**src/rtl/tt_pkg.sv**
```systemverilog
// Shared definitions for the truth-table capture block: default input count,
// derived widths and the controller state encoding.
package tt_pkg;

   localparam int DEF_N_IN = 7;
   localparam int TT_W     = 1 << DEF_N_IN;
   localparam int CNT_W    = DEF_N_IN + 1;

   typedef enum logic [1:0] {
      IDLE  = 2'd0,
      SWEEP = 2'd1,
      DONE  = 2'd2
   } tt_state_e;

   function automatic int tt_width(input int n_in);
      return 1 << n_in;
   endfunction

endpackage

```
**src/rtl/tt_sweep_ctr.sv**
```systemverilog
// Pattern index and per-pattern settle counter. capture_en_o marks the cycle
// in which the current pattern's function output is sampled.
module tt_sweep_ctr
   import tt_pkg::*;
#(
   parameter int N_IN       = DEF_N_IN,
   parameter int SETTLE_CYC = 0
) (
   input  logic            clk,
   input  logic            rst_n,
   input  logic            clear_i,
   input  logic            run_i,
   output logic [N_IN-1:0] idx_o,
   output logic            capture_en_o,
   output logic            last_pattern_o
);

   localparam int S_W = (SETTLE_CYC > 0) ? $clog2(SETTLE_CYC + 1) : 1;
   localparam logic [S_W-1:0] S_LAST = S_W'(SETTLE_CYC);

   logic [N_IN-1:0] idx_q, idx_d;
   logic [S_W-1:0]  s_q, s_d;

   assign capture_en_o   = run_i && (s_q == S_LAST);
   assign last_pattern_o = &idx_q;
   assign idx_o          = idx_q;

   // The index stops on the last pattern so it is still visible in DONE.
   always_comb begin
      idx_d = idx_q;
      s_d   = s_q;
      if (clear_i) begin
         idx_d = '0;
         s_d   = '0;
      end else if (run_i) begin
         if (s_q != S_LAST) begin
            s_d = s_q + S_W'(1);
         end else begin
            s_d = '0;
            if (!last_pattern_o) begin
               idx_d = idx_q + N_IN'(1);
            end
         end
      end
   end

   always_ff @(posedge clk or negedge rst_n) begin
      if (!rst_n) begin
         idx_q <= '0;
         s_q   <= '0;
      end else begin
         idx_q <= idx_d;
         s_q   <= s_d;
      end
   end

endmodule

```
**src/rtl/tt_capture.sv**
```systemverilog
// Sweeps every input pattern onto a function block, records its truth table
// and on-set size, and offers the result downstream.
module tt_capture
   import tt_pkg::*;
#(
   parameter  int N_IN       = DEF_N_IN,
   parameter  int SETTLE_CYC = 0,
   localparam int TW         = 1 << N_IN,
   localparam int CW         = N_IN + 1
) (
   input  logic            clk,
   input  logic            rst_n,
   input  logic            start,
   output logic            busy,
   output logic [N_IN-1:0] x,
   input  logic            f_in,
   output logic            tt_valid,
   input  logic            tt_ready,
   output logic [TW-1:0]   tt,
   output logic [CW-1:0]   ones,
   output logic [1:0]      dbg_state
);

   tt_state_e       state_q, state_d;
   logic [TW-1:0]   tt_q, tt_d;
   logic [CW-1:0]   ones_q, ones_d;
   logic            clear, run, capture_en, last_pattern;
   logic [N_IN-1:0] idx;

   tt_sweep_ctr #(
      .N_IN       (N_IN),
      .SETTLE_CYC (SETTLE_CYC)
   ) u_ctr (
      .clk            (clk),
      .rst_n          (rst_n),
      .clear_i        (clear),
      .run_i          (run),
      .idx_o          (idx),
      .capture_en_o   (capture_en),
      .last_pattern_o (last_pattern)
   );

   // Result handshake: tt_valid is a pure function of the registered state;
   // the result transfers on any edge where tt_valid && tt_ready, and tt/ones
   // do not change while tt_valid is high.
   always_comb begin
      state_d = state_q;
      clear   = 1'b0;
      run     = 1'b0;
      unique case (state_q)
         IDLE: begin
            if (start) begin
               clear   = 1'b1;
               state_d = SWEEP;
            end
         end
         SWEEP: begin
            run = 1'b1;
            if (capture_en && last_pattern) begin
               state_d = DONE;
            end
         end
         DONE: begin
            if (tt_ready) begin
               state_d = IDLE;
            end
         end
         default: state_d = IDLE;
      endcase
   end

   always_comb begin
      tt_d   = tt_q;
      ones_d = ones_q;
      if (clear) begin
         tt_d   = '0;
         ones_d = '0;
      end else if (capture_en) begin
         tt_d[idx] = f_in;
         ones_d    = ones_q + CW'(f_in);
      end
   end

   always_ff @(posedge clk or negedge rst_n) begin
      if (!rst_n) begin
         state_q <= IDLE;
         tt_q    <= '0;
         ones_q  <= '0;
      end else begin
         state_q <= state_d;
         tt_q    <= tt_d;
         ones_q  <= ones_d;
      end
   end

   assign busy      = (state_q != IDLE);
   assign tt_valid  = (state_q == DONE);
   assign x         = idx;
   assign tt        = tt_q;
   assign ones      = ones_q;
   assign dbg_state = state_q;

endmodule

```
**config.mk**
```make
export PLATFORM = sky130hd
export DESIGN_NAME = tt_capture
export DESIGN_NICKNAME = d
export VERILOG_FILES = /design/src/rtl/tt_pkg.sv /design/src/rtl/tt_sweep_ctr.sv /design/src/rtl/tt_capture.sv
export SDC_FILE = /design/constraint.sdc
export NUM_CORES = 1
export LEC_CHECK = 0
export BUFFER_PORTS_ARGS = -buffer_cell sky130_fd_sc_hd__clkbuf_2
export CAP_MARGIN = 30
export CORE_MARGIN = 5
export CORE_UTILIZATION = 55
export CTS_CLUSTER_SIZE = 10
export DETAILED_ROUTE_END_ITERATION = 10
export GPL_ROUTABILITY_DRIVEN = 0
export PLACE_DENSITY = 0.8
export SYNTH_ARGS = -nofsm -noshare
export SYNTH_HDL_FRONTEND = slang
export SYNTH_SLANG_ARGS = --single-unit
```
**constraint.sdc**
```tcl
create_clock -name clk -period 4.1 [get_ports clk]
set_clock_uncertainty 0.1 [all_clocks]
set_input_delay 0.615 -clock clk [delete_from_list [all_inputs] [get_ports clk]]
set_output_delay 0.615 -clock clk [all_outputs]
set_load 0.01 [all_outputs]
```
# After elaboration in Yosys (flattened, before gate mapping)
# Cells that the tools add are included.
[word_totals]
in_bits = 5
register_bits = 146
output_inout_bits = 147
elab_cells = 49
[op_classes]
n_addsub = 3
n_bitwise = 1
n_reduce_logical = 10
n_mux = 21
order_cmp = 2
eq_ne = 7
[op_table]
columns = ["op", "n"]
rows = [
  ["2-to-1 mux 128 bit", 2],
  ["bitwise mux 128 bit", 1],
  ["2-to-1 mux 7 bit", 4],
  ["2-to-1 mux 8 bit", 2],
  ["adder 8 x 1 -> 8 bit", 1],
  ["< comparator 7 x 8 -> 1 bit (second input constant)", 1],
  ["inequality test 2 bit (second input constant)", 4],
  ["adder 7 x 1 -> 7 bit (second input constant)", 1],
  ["demux 1 bit (select 7 bit)", 1],
  ["greater-or-equal comparator 7 x 1 -> 1 bit (second input constant)", 1],
  ["2-to-1 mux 1 bit", 7],
  ["AND reduction 7 bit", 1],
  ["2-to-1 mux 2 bit", 3],
  ["one-hot mux 2 bit (3 select lines)", 1],
  ["AND reduction 3 bit", 2],
  ["nonzero test 2 bit", 3],
  ["logical AND 1 bit", 3],
  ["equality test 2 x 1 -> 1 bit (second input constant)", 1],
  ["equality test 2 bit (second input constant)", 1],
  ["logical NOT 2 bit", 1],
  ["inequality test 2 x 1 -> 1 bit (second input constant)", 1],
  ["adder 1 bit (second input constant)", 1],
  ["inverter 1 bit", 1],
]

# Longest topological paths before layout
[logic_depth]
word_depth = 7
depth_mapped = 6
mapped_depth_nobuf = 5

# Cells and area by module
# A second synthesis with hierarchy kept.
[hier_totals]
hier_cells = 650
area_unflattened_um2 = 7170.6
[modules_own_cells]
columns = ["module", "cells_each", "instances", "area_per_inst_um2"]
rows = [
  ["tt_capture", 614, 1, 6821.5],
  ["tt_sweep_ctr", 36, 1, 349.1],
]

# Worst setup path after synthesis
# OpenSTA, ideal clock, no wires.
[synth_path]
path_type = "input-to-reg"
startpoint = "in start"
endpoint = "reg tt_q[107] (netlist: tt[107])"
required_ns = 3.860
setup_slack_ns = 2.245
t_arrival_ns = 1.616
n_path_buf = 3
cell_stages = 6
setup_ns = 0.140
path_cell_list = "or3b_2 -> buf_2 -> nand2_1 -> buf_4 -> buf_4 -> o41ai_1"
[synth_between]
elab_chain_cells = 3
word_cells_on_any_way = 4
cone_classes = "3 x mux; 1 x reduce/logical"
[synth_lines]
columns = ["element", "line", "source"]
rows = [
  ["start, declared", "tt_capture.sv:13", "input logic start,"],
  ["2-to-1 mux 1 bit (*)", "tt_capture.sv:52", "if (start) begin"],
  ["2-to-1 mux 1 bit (*)", "tt_capture.sv:50", "unique case (state_q)"],
  ["2-to-1 mux 128 bit or nonzero test 2 bit (tied branches)", "-", ""],
  ["end signal, assigned", "tt_capture.sv:91", "tt_q <= tt_d;"],
  ["end, declared", "tt_capture.sv:25", "logic [TW-1:0] tt_q, tt_d;"],
]
# Every way passes the cells marked *; elsewhere a longest branch is shown, timed or not.
# A chain may end at the register's enable or synchronous reset.

# Worst setup path in the final report
[layout_path]
startpoint = "reg state_q[1] (netlist: dbg_state[1])"
endpoint = "reg tt_q[12] (netlist: tt[12])"
[layout_between]
elab_chain_cells = 4
word_cells_on_any_way = 7
cone_classes = "1 x eq/ne; 3 x mux; 3 x reduce/logical"
[layout_lines]
columns = ["element", "line", "source"]
rows = [
  ["start, declared", "tt_capture.sv:24", "tt_state_e state_q, state_d;"],
  ["start signal, assigned", "tt_capture.sv:90", "state_q <= state_d;"],
  ["equality test 2 x 1 -> 1 bit", "tt_capture.sv:50", ""],
  ["2-to-1 mux 1 bit", "tt_capture.sv:50", ""],
  ["logical AND 1 bit", "tt_sweep_ctr.sv:24", "assign capture_en_o = run_i && (s_q == S_LAST);"],
  ["nonzero test 2 bit (no line)", "-", ""],
]
# Several ways; a longest one is shown, not always the timed one.

==> results_dict.tcl <==
set metrics [dict create \
    hold_class "flip-flop to flip-flop" \
    cp-start-kind "flip-flop" \
    place_ws_ns 1.348 \
    p_per_area_nw_per_um2 796.4 \
    die_y_um 125.5 \
    grt_overflow 0 \
    yosysTopAreaCell "dfrtp_1" \
    p_leak_nw 4.573 \
    yosysSeqAreaShare_pct 49.46 \
    cap_viol_max_count 0 \
    reg2reg_slack_ns 1.41 \
    via_per_inst 5.999 \
    row_count 42 \
    diodes 0 \
    max_freq_ghz 0.3723 \
    place.port_buffers 151 \
    cp_max_fo 75 \
    fin_nets 805 \
    die_area_um2 15750 \
    period_share_pct 65.52 \
    synth_area_um2 7336 \
    drc 0 \
    cp.arrival_ns 2.91 \
    grt_pass1_wl_um 31610 \
    antenna_found_initial 0 \
    irDropWorstVdd_mv 0.4284 \
    wl_met2_um 9193 \
    syn_inst 692 \
    core_region_area_um2 13140 \
    dr.max_layer_used "met4" \
    wl_per_cell_um 19.30 \
    crit_type "flip-flop to flip-flop" \
    ys_top_cells_by_count "dfrtp_1 (145), nand2_1 (130), mux2i_1 (120)" \
    synth_area_leaders "dfrtp_1 (49%), mux2i_1 (16%), nand2_1 (6.7%)" \
    relSlewSlack_pct 35.98 \
    ioPinCount 152 \
    dr_wl_met3_um 1191 \
    die_w_um 125.5 \
    start_util_pct 55.84 \
    cts-root-buf "clkbuf_16" \
    clk_latency_ns 0.42 \
    avgSynthCellArea_um2 10.60 \
    cts_resized 0 \
    ys_ff_latch 145 \
    synth_top_area_share_pct 49.46 \
    routed_wl_um 19010 \
    fin_tns_setup_ns 0 \
    required_ns 4.33 \
    drive_above_1_share_pct 27.81 \
    rsz0062_at_grt "no" \
    via_count 5909 \
    antenna_left 0 \
    period_needed_ns 2.686 \
    syn_nets 700 \
    drt_iter0_drc 738 \
    clkSlewWorstSetupHoldPaths_ns 0.06 \
    cts_sinks 145 \
    cts_tree "built" \
    met1_length_um 8161 \
    worstMarginPinSlew_ns 0.9604 \
    setup_viol 0 \
    synth_edf_count 0 \
    grt_start_max_net_pins 109 \
    yosysMostFrequentCell "dfrtp_1" \
    endpoint_kind "flip-flop" \
    yosysWarnings 0 \
    grt_pass1_vias 5958 \
    report.final.slew_viol_count 0 \
    final-hold-violation-count 0 \
    setup_ws_ns 1.414 \
    synthDistinctLibCells 46 \
    track_usage_pct 24.52 \
    cts_buffers 17 \
    status "complete, no violations" \
    clockBufferDepth 2 \
    fillers 1049 \
    synthToLayoutAreaGrowth_pct 17.65 \
    synthArstFlopShare_pct 100.0 \
    ys.flop_type "dfrtp_1" \
    first_pass_iters 5 \
    post-dp-hpwl_um 12190 \
    h-tree-depth 4 \
]
worst max-delay path, stage by stage (launching register included):
cell,delay [ns]
dfrtp_1,0.60
or3b_4,0.23
buf_4,0.55
buf_4,0.73
nand2_1,0.14
mux2i_1,0.20
metrics by stage:
| stage | util [%] | cells | power [W] | area [um2] | hold WS, ns |
|---|---|---|---|---|---|
| after global placement | 60.10 | 946 | 0.005094 | 7895 | 0.3721 |
| after CTS | 65.41 | 983 | 0.006889 | 8593 | 0.2699 |
| after global routing | 65.70 | 985 | 0.007294 | 8631 | 0.4174 |
| after detailed placement | 60.82 | 952 | 0.005291 | 7990 | 0.3815 |
| final | 65.70 | 985 | 0.006873 | 8631 | 0.3832 |
| after floorplan | - | 692 | 0.004299 | 7336 | 0.2194 |
power by group:
part           total (W)  switching, W  internal (W)  leakage (nW)
Combinational    0.00290       0.00190      0.000996          2.32
Clock            0.00158      0.000583      0.000995         0.301
Sequential       0.00240      0.000438       0.00196          1.95
what timing repair did:
item / in CTS / in global routing
endpoints found under the hold margin: 0 / 4
setup buffers: 0 / 0
hold buffers: 0 / 1
worst paths after layout:
path                             endpoint  cells after the start          from
max reg2reg                        tt[12]                      5  dbg_state[1]
min                               ones[7]                      1       ones[7]
min reg2reg                       ones[7]                      1       ones[7]
max                                tt[12]                      5  dbg_state[1]
min in group asynchronous         tt[107]                      2         rst_n
max in group asynchronous  u_ctr.idx_o[1]                      4         rst_n
area by class of cell:
cell class | instances | area, um2 | area share [%]
clock buffer | 20 | 466.7 | 5.407
clock inverter | 11 | 136.4 | 1.580
inverter | 2 | 7.507 | 0.08698
multi-input combinational | 461 | 3194 | 37.01
sequential | 145 | 3628 | 42.04
tap | 176 | 220.2 | 2.551
timing repair buffer | 170 | 977.2 | 11.32
state kept, by name, indices dropped and copies added (netlist names):
name         cells
u_ctr.idx_o      7
ones             8
dbg_state        2
tt             128
cells by family after synthesis:
group	Yosys count	share of synthesized area, %
buffers and inverters	86	7.300
AO/OA/AOI/OAI	42	4.844
multiplexers	122	16.68
flip-flops	145	49.46
AND/OR/NAND/NOR	294	21.20
adder cells (fa/ha/maj)	3	0.5117
cell usage in the layout, fill, tap and decap left out, types with 3 or more instances in the layout:
cell type / n
and4bb_2: 4
buf_16: 3
buf_4: 11
bufinv_16: 3
clkbuf_16: 17
clkbuf_2: 150
clkbuf_8: 3
clkinv_2: 6
dfrtp_1: 145
ha_1: 3
mux2i_1: 120
nand2_1: 129
nand2b_1: 3
nand3_1: 76
nand4_1: 26
nand4b_2: 3
nor2b_1: 3
nor3_1: 24
nor4b_4: 4
o311ai_0: 6
o311ai_1: 9
o41ai_1: 14
routing by layer:
metal | GRT usage [%] | up-vias
met5 | 0 | -
li1 | - | 2669
met2 | 37.95 | 233
met4 | 9.694 | 0
met3 | 5.757 | 39
met1 | 33.59 | 2968
No activity file was read; power rests on OpenSTA's default activity.
